<file path="src/rtl/if_fetch_unit.sv">
// Instruction fetch stage: owns the PC, issues one outstanding imem request at a time, feeds IF/ID.
// Latency: request accepted at t, response at t+k (k>=1), instruction valid at IF/ID output at t+k+1.
// Backpressure: stall holds the output and blocks new requests; imem_ready gates request acceptance.
// Optional response watchdog and FAULT state enabled by defining IFETCH_TIMEOUT_EN.
module if_fetch_unit #(
    parameter logic [31:0] RESET_PC       = 32'h0000_0000,
    parameter int unsigned TIMEOUT_CYCLES = 64
) (
    input  logic        clk,
    input  logic        reset,
    input  logic        stall,
    input  logic        redirect,
    input  logic [31:0] redirect_pc,
    output logic        imem_req,
    output logic [31:0] imem_addr,
    input  logic        imem_ready,
    input  logic        imem_rvalid,
    input  logic [31:0] imem_rdata,
    output logic [31:0] instruction,
    output logic [31:0] instr_address,
    output logic        instr_valid,
    output logic        fetch_fault
);

    // DRAIN means a request is in flight whose response must be thrown away.
    typedef enum logic [1:0] {S_FETCH, S_WAIT, S_DRAIN, S_FAULT} state_t;

    state_t      state_q, state_d;
    logic [31:0] pc_q, pc_d;
    logic [31:0] instr_q, instr_d;
    logic [31:0] addr_q, addr_d;
    logic        vld_q, vld_d;

    logic        req;
    logic        handshake;
    logic        capture;
    logic        timeout;
    logic [31:0] redirect_tgt;
    logic        unused_redirect_lsbs;

    // Instructions are word aligned; the low target bits carry no information.
    assign redirect_tgt         = {redirect_pc[31:2], 2'b00};
    assign unused_redirect_lsbs = ^redirect_pc[1:0];

    assign req       = (state_q == S_FETCH) && !stall;
    assign handshake = req && imem_ready;
    assign capture   = (state_q == S_WAIT) && imem_rvalid && !redirect;

`ifdef IFETCH_TIMEOUT_EN
    localparam logic [15:0] WAIT_LIMIT = 16'(TIMEOUT_CYCLES - 1);

    logic [15:0] wait_cnt_q, wait_cnt_d;
    logic        fault_q, fault_d;
    logic        waiting;

    assign waiting = (state_q == S_WAIT) || (state_q == S_DRAIN);
    // Expire on the TIMEOUT_CYCLES-th consecutive waiting cycle without a response; redirect wins.
    assign timeout = waiting && !imem_rvalid && !redirect && (wait_cnt_q == WAIT_LIMIT);

    // Watchdog count: restarts on entry to WAIT/DRAIN or on a response, counts while waiting.
    always_comb begin
        wait_cnt_d = '0;
        if (waiting && (state_d == state_q) && !imem_rvalid) begin
            wait_cnt_d = wait_cnt_q + 16'd1;
        end
    end

    // Sticky fault flag, cleared only by a redirect out of FAULT (or reset).
    always_comb begin
        fault_d = fault_q;
        if ((state_q == S_FAULT) && redirect) begin
            fault_d = 1'b0;
        end else if (timeout) begin
            fault_d = 1'b1;
        end
    end

    // Watchdog state registers.
    always_ff @(posedge clk) begin
        if (reset) begin
            wait_cnt_q <= '0;
            fault_q    <= 1'b0;
        end else begin
            wait_cnt_q <= wait_cnt_d;
            fault_q    <= fault_d;
        end
    end

    assign fetch_fault = fault_q;
`else
    logic unused_timeout_cfg;

    assign unused_timeout_cfg = (TIMEOUT_CYCLES == 0);
    assign timeout            = 1'b0;
    assign fetch_fault        = 1'b0;
`endif

    // State register plus PC and IF/ID output registers.
    always_ff @(posedge clk) begin
        if (reset) begin
            state_q <= S_FETCH;
            pc_q    <= RESET_PC;
            instr_q <= '0;
            addr_q  <= '0;
            vld_q   <= 1'b0;
        end else begin
            state_q <= state_d;
            pc_q    <= pc_d;
            instr_q <= instr_d;
            addr_q  <= addr_d;
            vld_q   <= vld_d;
        end
    end

    // Next-state: track the single outstanding request and whether its response is still wanted.
    always_comb begin
        state_d = state_q;
        case (state_q)
            S_FETCH: begin
                if (handshake) begin
                    state_d = redirect ? S_DRAIN : S_WAIT;
                end
            end
            S_WAIT: begin
                if (imem_rvalid) begin
                    state_d = S_FETCH;
                end else if (redirect) begin
                    state_d = S_DRAIN;
                end else if (timeout) begin
                    state_d = S_FAULT;
                end
            end
            S_DRAIN: begin
                // The stale response ends the drain even if another redirect lands with it.
                if (imem_rvalid) begin
                    state_d = S_FETCH;
                end else if (timeout) begin
                    state_d = S_FAULT;
                end
            end
            S_FAULT: begin
                if (redirect) begin
                    state_d = S_FETCH;
                end
            end
            default: state_d = S_FETCH;
        endcase
    end

    // PC and output datapath: redirect flushes, capture loads, any unstalled cycle consumes.
    always_comb begin
        pc_d    = pc_q;
        instr_d = instr_q;
        addr_d  = addr_q;
        vld_d   = vld_q;
        if (redirect) begin
            pc_d    = redirect_tgt;
            instr_d = '0;
            addr_d  = '0;
            vld_d   = 1'b0;
        end else if (capture) begin
            instr_d = imem_rdata;
            addr_d  = pc_q;
            vld_d   = 1'b1;
            pc_d    = pc_q + 32'd4;
        end else if (!stall || (state_q == S_FAULT)) begin
            instr_d = '0;
            addr_d  = '0;
            vld_d   = 1'b0;
        end
    end

    // Outputs come straight from registered state (and stall for the request).
    always_comb begin
        imem_req      = req;
        imem_addr     = pc_q;
        instruction   = instr_q;
        instr_address = addr_q;
        instr_valid   = vld_q;
    end

endmodule
</file>
<file path="config.mk">
export PLATFORM = sky130hd
export DESIGN_NAME = if_fetch_unit
export DESIGN_NICKNAME = d
export VERILOG_FILES = /design/src/rtl/if_fetch_unit.sv
export SDC_FILE = /design/constraint.sdc
export NUM_CORES = 1
export LEC_CHECK = 0
export CORE_MARGIN = 3
export CORE_UTILIZATION = 44
export DETAILED_ROUTE_END_ITERATION = 16
export PLACE_DENSITY_LB_ADDON = 0.25
export SLEW_MARGIN = 10
export SYNTH_ARGS = -nofsm -noshare
export SYNTH_HDL_FRONTEND = slang
export SYNTH_SLANG_ARGS = --single-unit
</file>
<file path="constraint.sdc">
create_clock -name clk -period 2.8 [get_ports clk]
set_input_delay 0.56 -clock clk [delete_from_list [all_inputs] [get_ports clk]]
set_output_delay 0.56 -clock clk [all_outputs]
set_load 0.05 [all_outputs]
</file>
==> flow_summary.toml, run 1 <==
[drt]
totalWireLength_um = 13100
wl_per_cell_um = 16.2
via_count = 4582
route.detailed.drc = 0
drtAntennaViolNets = 0
drt_iter0_markers = 235
dr.pass1.iters = 4
vias_per_cell = 5.64

[power_and_ir_drop]
pwr-share-clk_pct = 36.9
p_comb_share_pct = 15.2
switchingPower_uw = 817
switching_share_pct = 27.1
power.internal_mw = 2.20
ir_drop_mv = 0.214
p_per_area_mw_per_mm2 = 483
seqPwrFrac_pct = 47.9
power.leakage_nw = 2.03

[cts]
clock_latency_ns = 0.37
path_clk_slew_ns = 0.09
ctsResizeCount = 0
cts.sinks = 95
cts_tree = "yes"
root_buffer = "clkbuf_8"
cts_buffers = 9
post_cts_buffers = 0
cts-htree-levels = 3
cts_hold_buf = 0
cts_buffer_depth = 2

[timing]
slew_violations = 0
fin_skew_ns = 0.0123
tns_ns = 0
fin_crit_ns = 2.36
tightest_slew_ns = 0.526
fin_crit_sh_pct = 84.3
finalSetupViolCount = 0
hold_viol = 0
slew_headroom_pct = 64.8
hold_slack_ns = 0.468
fmax_ghz = 0.424
rsz0062_at_grt = "no"

[finish]
n_antenna_cell = 0
postLayoutCoreUtil_pct = 66.9
drive_above_1_share_pct = 6.88
synthToLayoutAreaGrowth_pct = 47.0
fin_nets = 749

[synth]
seq_area_frac_synth_pct = 44.8
synth-async-reset-ratio_pct = 0
syn_avg_cell_area_um2 = 7.98
synth_area_mm2 = 0.00424
ys_types = 49
syn_inst = 532
ys_ff_latch = 95
yosys_warnings = 0
yosys_most_used_dff = "dfxtp_1"
synth_edf_count = 0

[placed_design]
place_congestion = 0.851
hpwl_um = 9220
portBuffers = 161

[worst_setup_path]
max_stage_delay_ns = 0.57
critPathSlowestCell = "or4_4"
crit_required_ns = 3.08
start_kind = "flip-flop"
end_kind = "flip-flop"
crit_buf_inv = 0
crit_family = "simple AND/OR/NAND/NOR gates"
critPathMaxFanout = 13
crit_type = "flip-flop to flip-flop"
worstPathCellList = "ha_1 > nand3_1 > or4_4 > or4_1 > a311oi_1"
critPathArrivalTime_ns = 2.64

[global_routing]
grt_pass1_wl_um = 21700
grt_max_degree = 46
track_usage_pct = 23.9
grt_pass1_vias = 4323
antenna_found_initial = 0
grt_overflow = 0

[run_status]
status = "complete, no violations"

[die]
die_area_mm2 = 0.0109
core_mm2 = 0.00933
initial_utilization_pct = 45.5
rows = 35
die_w_um = 104
die_y_um = 104
io_pins = 169

[hold_path]
holdCritPathClass = "flip-flop to flip-flop"

[run]
cap_viol_max_count = 0
[layer usage]
metal  global-route usage (%)  up-vias  wire, µm
li1                         -     2199         -
met3                     5.03       21       716
met5                        0        -         0
met2                     40.0      181      6460
met1                     30.9     2181      5760
met4                     7.31        0       201
[layout by cell type (no fill, tap or decap), drive strengths merged, types with 4 or more instances in the layout]
cell type / count
clkdlybuf4s50: 160
dfxtp: 95
nand2: 81
nand3: 75
a21oi: 66
nor2: 26
buf: 20
nand4: 12
nor3: 11
o21ai: 11
clkbuf: 10
a311oi: 9
inv: 9
a211oi: 8
or4: 7
and3: 6
o31ai: 6
or3: 6
and4: 5
nor4: 5
xnor2: 5
conb: 5
a2111oi: 4
[power by group through the flow]
stage / clock [mW] / combinational (mW) / sequential (mW)
floorplan: 0 / 0.147 / 1.57
global placement: 0 / 0.449 / 1.47
detailed placement: 0 / 0.456 / 1.47
CTS: 1.13 / 0.459 / 1.44
global route: 1.19 / 0.484 / 1.45
finish: 1.11 / 0.458 / 1.45
[worst reg2reg max path, stage by stage (launching register included)]
cell      delay (ns)
dfxtp_1         0.50
ha_1            0.22
nand3_1         0.21
or4_4           0.57
or4_1           0.53
a311oi_1        0.25
[cell families (layout without fill, tap and decap cells)]
kind of cell | after synthesis | in the layout | synth area share (%)
other | 1 | 5 | 0.0884
buffers and inverters | 57 | 204 | 5.63
AOI/OAI and AO/OA | 122 | 122 | 18.2
DFF | 95 | 95 | 44.8
xor gates and xnor gates | 8 | 8 | 1.65
and+or+nand+nor | 247 | 247 | 29.1
muxes | 1 | 1 | 0.236
adders and majority gates | 1 | 1 | 0.295
[cells in the mapped netlist, types with 6 or more instances]
master | instances | area share (%)
nand3_1 | 75 | 8.8
buf_4 | 6 | 1.1
a311oi_1 | 9 | 1.9
inv_1 | 8 | 0.71
or4_1 | 6 | 1.1
a21oi_1 | 66 | 7.8
a211oi_1 | 8 | 1.4
o21ai_0 | 11 | 1.3
clkbuf_1 | 40 | 3.5
o31ai_1 | 6 | 1.1
nand4_1 | 10 | 1.5
or3_1 | 6 | 0.88
and3_1 | 6 | 0.88
dfxtp_1 | 95 | 45
nor2_1 | 26 | 2.3
nor3_1 | 11 | 1.3
nand2_1 | 81 | 7.2
[sequential cells by signal, summed over array words and instances, names as in the netlist]
name / count
imem_addr: 30
instr_address: 30
instr_valid: 1
instruction: 32
state_q: 2
[final timing paths]
path / endpoint / slack (ns) / from / cells past startpoint
max: imem_addr[18]$_SDFFE_PP0P_ / 0.44 / imem_addr[2]$_SDFFE_PP0P_ / 5
min: instr_address[25]$_SDFFE_PP0P_ / 0.47 / instr_address[25]$_SDFFE_PP0P_ / 2
max reg2reg: imem_addr[18]$_SDFFE_PP0P_ / 0.44 / imem_addr[2]$_SDFFE_PP0P_ / 5
min reg2reg: instr_address[25]$_SDFFE_PP0P_ / 0.47 / instr_address[25]$_SDFFE_PP0P_ / 2
[per-stage QoR]
step	worst slack, ns	power (mW)	area (µm²)	instances
floorplan	0.399	1.72	4260	536
global placement	0.127	1.92	5990	796
detailed placement	0.0631	1.93	5990	796
CTS	0.452	3.04	6240	812
global route	0.263	3.12	6240	812
finish	0.439	3.02	6240	812
[layout make-up]
| cell class | count | area [µm²] |
|---|---|---|
| tap | 129 | 161 |
| inverter | 8 | 30.0 |
| sequential | 95 | 1900 |
| timing repair buffer | 180 | 1750 |
| clock buffer | 10 | 138 |
| multi-input combinational | 384 | 2140 |
| fill | 812 | 3090 |
| clock inverter | 6 | 115 |
(Power assumes the default switching activity.)
==> run 2, diff against run 1 <==
==> constraint.sdc (replaced) <==
create_clock -name clk -period 2.21 [get_ports clk]
set_input_delay 0.442 -clock clk [delete_from_list [all_inputs] [get_ports clk]]
set_output_delay 0.442 -clock clk [all_outputs]
set_load 0.05 [all_outputs]
==> flow_summary.toml, run 2 (synthesis results as in run 1) <==
[worst_setup_path]
r2r_setup_slack_ns = 0.05
critPathSlowestCell = "or4_4"
crit_type = "flip-flop to flip-flop"
max_stage_delay_ns = 0.64
crit_family = "simple AND/OR/NAND/NOR gates"
crit_buf_inv = 0
start_kind = "flip-flop"
critPathMaxFanout = 9
worstPathCellList = "nand4_2 > or4_4 > or4_1 > a311oi_1"
end_kind = "flip-flop"
crit_required_ns = 2.47
critPathArrivalTime_ns = 2.42

[global_routing]
gr-usage-met2_pct = 42.8
antenna_found_initial = 0
grt_overflow = 0
grt_max_degree = 64
top_usage_layer = "met2"
grt_pass1_vias = 4469
track_usage_pct = 24.8
grt_use_met1_pct = 31.4
grt_pass1_wl_um = 22100
grt_util_met3_pct = 4.53

[timing]
tightest_slew_ns = 0.574
finalSetupViolCount = 0
rsz0062_at_grt = "no"
slew_violations = 0
fin_skew_ns = 0.0129
hold_slack_ns = 0.469
slew_headroom_pct = 61.4
fin_crit_ns = 2.16
tns_ns = 0
fin_crit_sh_pct = 97.7
hold_viol = 0
fmax_ghz = 0.463

[drt]
wl_per_cell_um = 16.5
dr.pass1.iters = 5
route.detailed.drc = 0
drtAntennaViolNets = 0
vias_per_cell = 5.62
totalWireLength_um = 13700
drt_iter0_markers = 292
via_count = 4651

[cts]
cts.sinks = 95
cts_tree = "yes"
cts_buffers = 9
cts-htree-levels = 3
path_clk_slew_ns = 0.09
cts_buffer_depth = 2
root_buffer = "clkbuf_8"
post_cts_buffers = 0
clock_latency_ns = 0.35

[finish]
n_fill_cell = 788
stdcell_count = 828
largest_register_ffs = 32
final_common_cell = "clkdlybuf4s50_1"
synthToLayoutAreaGrowth_pct = 51.4
n_antenna_cell = 0
fin_nets = 765
final_cell_mix = "clkdlybuf4s50_1, dfxtp_1, nand2_1"
fin_area_mm2 = 0.00643
drive_above_1_share_pct = 10.7
postLayoutCoreUtil_pct = 68.9

[power_and_ir_drop]
p_comb_share_pct = 17.2
seqPwrFrac_pct = 50.6
power.leakage_nw = 2.19
power.internal_mw = 2.58
ir_drop_mv = 0.390
pwr-share-clk_pct = 32.2
p_per_area_mw_per_mm2 = 561
switching_share_pct = 28.5
switchingPower_mw = 1.03

[hold_path]
holdCritPathClass = "flip-flop to flip-flop"

[die]
io_pins = 169
die_y_um = 104
rows = 35
die_area_mm2 = 0.0109
core_mm2 = 0.00933
initial_utilization_pct = 45.5
die_w_um = 104

[placed_design]
place_congestion = 0.823
post-place-cells = 812
dpl_cell_area_mm2 = 0.00622
portBuffers = 161
hpwl_um = 9870

[run]
cap_viol_max_count = 0

[run_status]
status = "complete, no violations"
run 2: changes by cell type in the layout (fill, tap and decap cells not counted), moves of 2 or more:
cell,delta
dfxtp_1,-12
dfxtp_2,+12
buf_4,+9
buf_12,+7
clkdlybuf4s50_1,-5
dlymetal6s2s_1,+5
bufinv_16,-2
clkinv_2,+2
run 2: layout make-up:
cell class	count	area (µm²)	area share, %
sequential	95	1920	29.8
multi-input combinational	384	2150	33.4
clock buffer	11	141	2.20
clock inverter	5	56.3	0.876
inverter	8	30.0	0.467
tap	129	161	2.51
timing repair buffer	196	1970	30.7
run 2: stage by stage:
step / setup WS, ns / power [mW]
3_5_place_dp: -0.359 / 2.48
2_1_floorplan: 0.00485 / 2.18
5_1_grt: 0.00561 / 3.74
4_1_cts: 0.000706 / 3.63
6_report: 0.0516 / 3.60
3_3_place_gp: -0.290 / 2.46
run 2: worst paths after layout:
kind,endpoint,cells past startpoint,start
setup / recovery,imem_addr[18]$_SDFFE_PP0P_,4,imem_addr[9]$_SDFFE_PP0P_
hold / removal,instruction[29]$_SDFFE_PP0P_,2,instruction[29]$_SDFFE_PP0P_
setup reg to reg,imem_addr[18]$_SDFFE_PP0P_,4,imem_addr[9]$_SDFFE_PP0P_
hold reg to reg,instruction[29]$_SDFFE_PP0P_,2,instruction[29]$_SDFFE_PP0P_
run 2: timing repair:
| item | 4_1_cts | 5_1_grt |
|---|---|---|
| hold buffers | 0 | 0 |
| setup endpoints to repair | 0 | 7 |
| gates resized for setup | 0 | 5 |
run 2: per-layer routing:
layer  wire length, µm  part of all wire [%]  vias up
li1                  -                     -     2233
met1              5800                    42     2213
met2              6780                    50      181
met3               831                   6.1       24
met4               266                   1.9        0
met5                 0                     0        -
run 2: worst register-to-register path, delay by kind of cell (launching register included):
family	cells	cell delay [ns]
DFF	1	0.39
AOI/OAI and AO/OA	1	0.27
and+or+nand+nor	3	1.39
run 2: power by group through the flow:
stage	clock, mW	sequential [mW]	combinational, mW
after floorplan	0	1.99	0.187
after global placement	0	1.86	0.606
after detailed placement	0	1.86	0.616
after CTS	1.18	1.82	0.620
after global routing	1.25	1.83	0.655
final	1.16	1.82	0.619
==> run 3, diff against run 2 <==
--- a/config.mk
+++ b/config.mk
@@ -9,6 +9,7 @@
 export CORE_UTILIZATION = 44
 export DETAILED_ROUTE_END_ITERATION = 16
 export PLACE_DENSITY_LB_ADDON = 0.25
+export SETUP_SLACK_MARGIN = 0.05
 export SLEW_MARGIN = 10
 export SYNTH_ARGS = -nofsm -noshare
 export SYNTH_HDL_FRONTEND = slang
==> flow_summary.toml, run 3 (synthesis results as in run 1) <==
[global_routing]
grt_pass1_vias = 4542
grt_overflow = 0
grt_pass1_wl_um = 22600
grt_max_degree = 54
track_usage_pct = 24.9
antenna_found_initial = 0

[power_and_ir_drop]
switchingPower_mw = 1.03
ir_drop_mv = 0.349
switching_share_pct = 28.3
seqPwrFrac_pct = 50.1
power.leakage_nw = 2.21
power.total_mw = 3.64
power.internal_mw = 2.61
p_per_area_mw_per_mm2 = 563
p_comb_share_pct = 17.0
pwr-share-clk_pct = 32.9

[drt]
drt_iter0_markers = 300
wl_per_cell_um = 16.7
route.detailed.drc = 0
totalWireLength_um = 13800
drtAntennaViolNets = 0
vias_per_cell = 5.70
via_count = 4738
dr.pass1.iters = 7

[finish]
drive_above_1_share_pct = 11.7
final_cell_mix = "clkdlybuf4s50_1, dfxtp_1, nand2_1"
stdcell_count = 831
synthToLayoutAreaGrowth_pct = 52.4
fin_nets = 768
final_common_cell = "clkdlybuf4s50_1"
largest_register_ffs = 32
n_antenna_cell = 0
n_fill_cell = 763

[timing]
tns_ns = 0
fin_crit_sh_pct = 95.3
slew_headroom_pct = 64.5
slew_violations = 0
tightest_slew_ns = 0.531
hold_viol = 0
rsz0062_at_grt = "no"
finalSetupViolCount = 0
fin_crit_ns = 2.11
fmax_ghz = 0.475
fin_skew_ns = 0.0118

[die]
die_area_mm2 = 0.0109
initial_utilization_pct = 45.5
die_w_um = 104
rows = 35
core_mm2 = 0.00933
die_y_um = 104
io_pins = 169

[hold_path]
hold_depth = 2
hp-start = "instr_address[31]$_SDFFE_PP0P_"
min_to = "instr_address[31]$_SDFFE_PP0P_"
holdCritPathClass = "flip-flop to flip-flop"

[worst_setup_path]
worstPathCellList = "clkdlybuf4s50_1"
rr_endpoint = "imem_addr[18]$_SDFFE_PP0P_"
start_kind = "flip-flop"
r2r-start = "imem_addr[9]$_SDFFE_PP0P_"
rr_worst_depth = 4
crit_required_ns = 1.77
crit_type = "flip-flop to output port"
crit_buf_inv = 1
critPathMaxFanout = 7
crit_family = "buffers and inverters"
cp_num_cells = 1
r2r_setup_slack_ns = 0.13
critPathSlowestCell = "clkdlybuf4s50_1"
max_stage_delay_ns = 0.85
end_kind = "output port"
critPathArrivalTime_ns = 1.66

[cts]
cts_buffer_depth = 2
clock_latency_ns = 0.35
cts.sinks = 95
root_buffer = "clkbuf_8"
cts_tree = "yes"
cts_buffers = 9
path_clk_slew_ns = 0.09
cts_hold_buf = 0
cts-htree-levels = 3

[placed_design]
place_congestion = 0.822
hpwl_um = 9970
portBuffers = 161
post-place-cells = 813

[run]
cap_viol_max_count = 0

[run_status]
status = "complete, no violations"
run 3: changes by cell type in the layout (fill, tap and decap cells not counted), moves of 2 or more:
cell | before | now
dfxtp_1 | 83 | 80
dfxtp_4 | 0 | 2
buf_4 | 29 | 33
clkinv_2 | 2 | 0
run 3: worst max path at each step:
| stage | from | slack (ns) | to |
|---|---|---|---|
| floorplan | imem_addr[2]$_SDFFE_PP0P_ | 0.05 | imem_addr[14]$_SDFFE_PP0P_ |
| global placement | imem_rvalid | -0.29 | imem_addr[18]$_SDFFE_PP0P_ |
| detailed placement | imem_rvalid | -0.36 | imem_addr[18]$_SDFFE_PP0P_ |
| CTS | imem_addr[20]$_SDFFE_PP0P_ | 0.05 | imem_addr[20] |
| global route | imem_addr[8]$_SDFFE_PP0P_ | 0.05 | imem_addr[8] |
| finish | imem_addr[28]$_SDFFE_PP0P_ | 0.10 | imem_addr[28] |
run 3: per-stage QoR:
stage | hold WS, ns | utilization, % | cell area, µm² | setup slack [ns]
floorplan | 0.569 | - | 4280 | 0.0484
global placement | 0.452 | 66.6 | 6210 | -0.287
detailed placement | 0.460 | 66.6 | 6210 | -0.358
CTS | 0.472 | 69.1 | 6440 | 0.0513
global route | 0.494 | 69.4 | 6470 | 0.0500
finish | 0.471 | 69.4 | 6470 | 0.103
run 3: layout make-up:
type	instances	area [µm²]	share of cell area, %
Clock inverter	4	53.8	0.832
Timing Repair Buffer	199	1980	30.6
Inverter	8	30.0	0.464
Multi-Input combinational cell	384	2160	33.4
Tap cell	129	161	2.49
Clock buffer	12	155	2.40
Sequential cell	95	1930	29.8
run 3: power groups by stage:
stage / registers (mW) / clock network [mW] / logic, mW
2_1_floorplan: 1.99 / 0 / 0.187
3_3_place_gp: 1.86 / 0 / 0.602
3_5_place_dp: 1.86 / 0 / 0.613
4_1_cts: 1.82 / 1.22 / 0.619
5_1_grt: 1.83 / 1.29 / 0.653
6_report: 1.82 / 1.20 / 0.620
run 3: repair_timing:
action / CTS / global route
pin swaps: 1 / 1
buffers inserted: 2 / 0
endpoints found under the setup margin: 3 / 9
resized for setup: 3 / 7
run 3: per-layer routing:
metal	share of wire, %	up-vias	GRT usage (%)
met1	42	2265	32.2
met3	6.6	35	4.47
met4	2.1	0	8.83
li1	-	2241	-
met5	0	-	0
met2	49	197	41.9
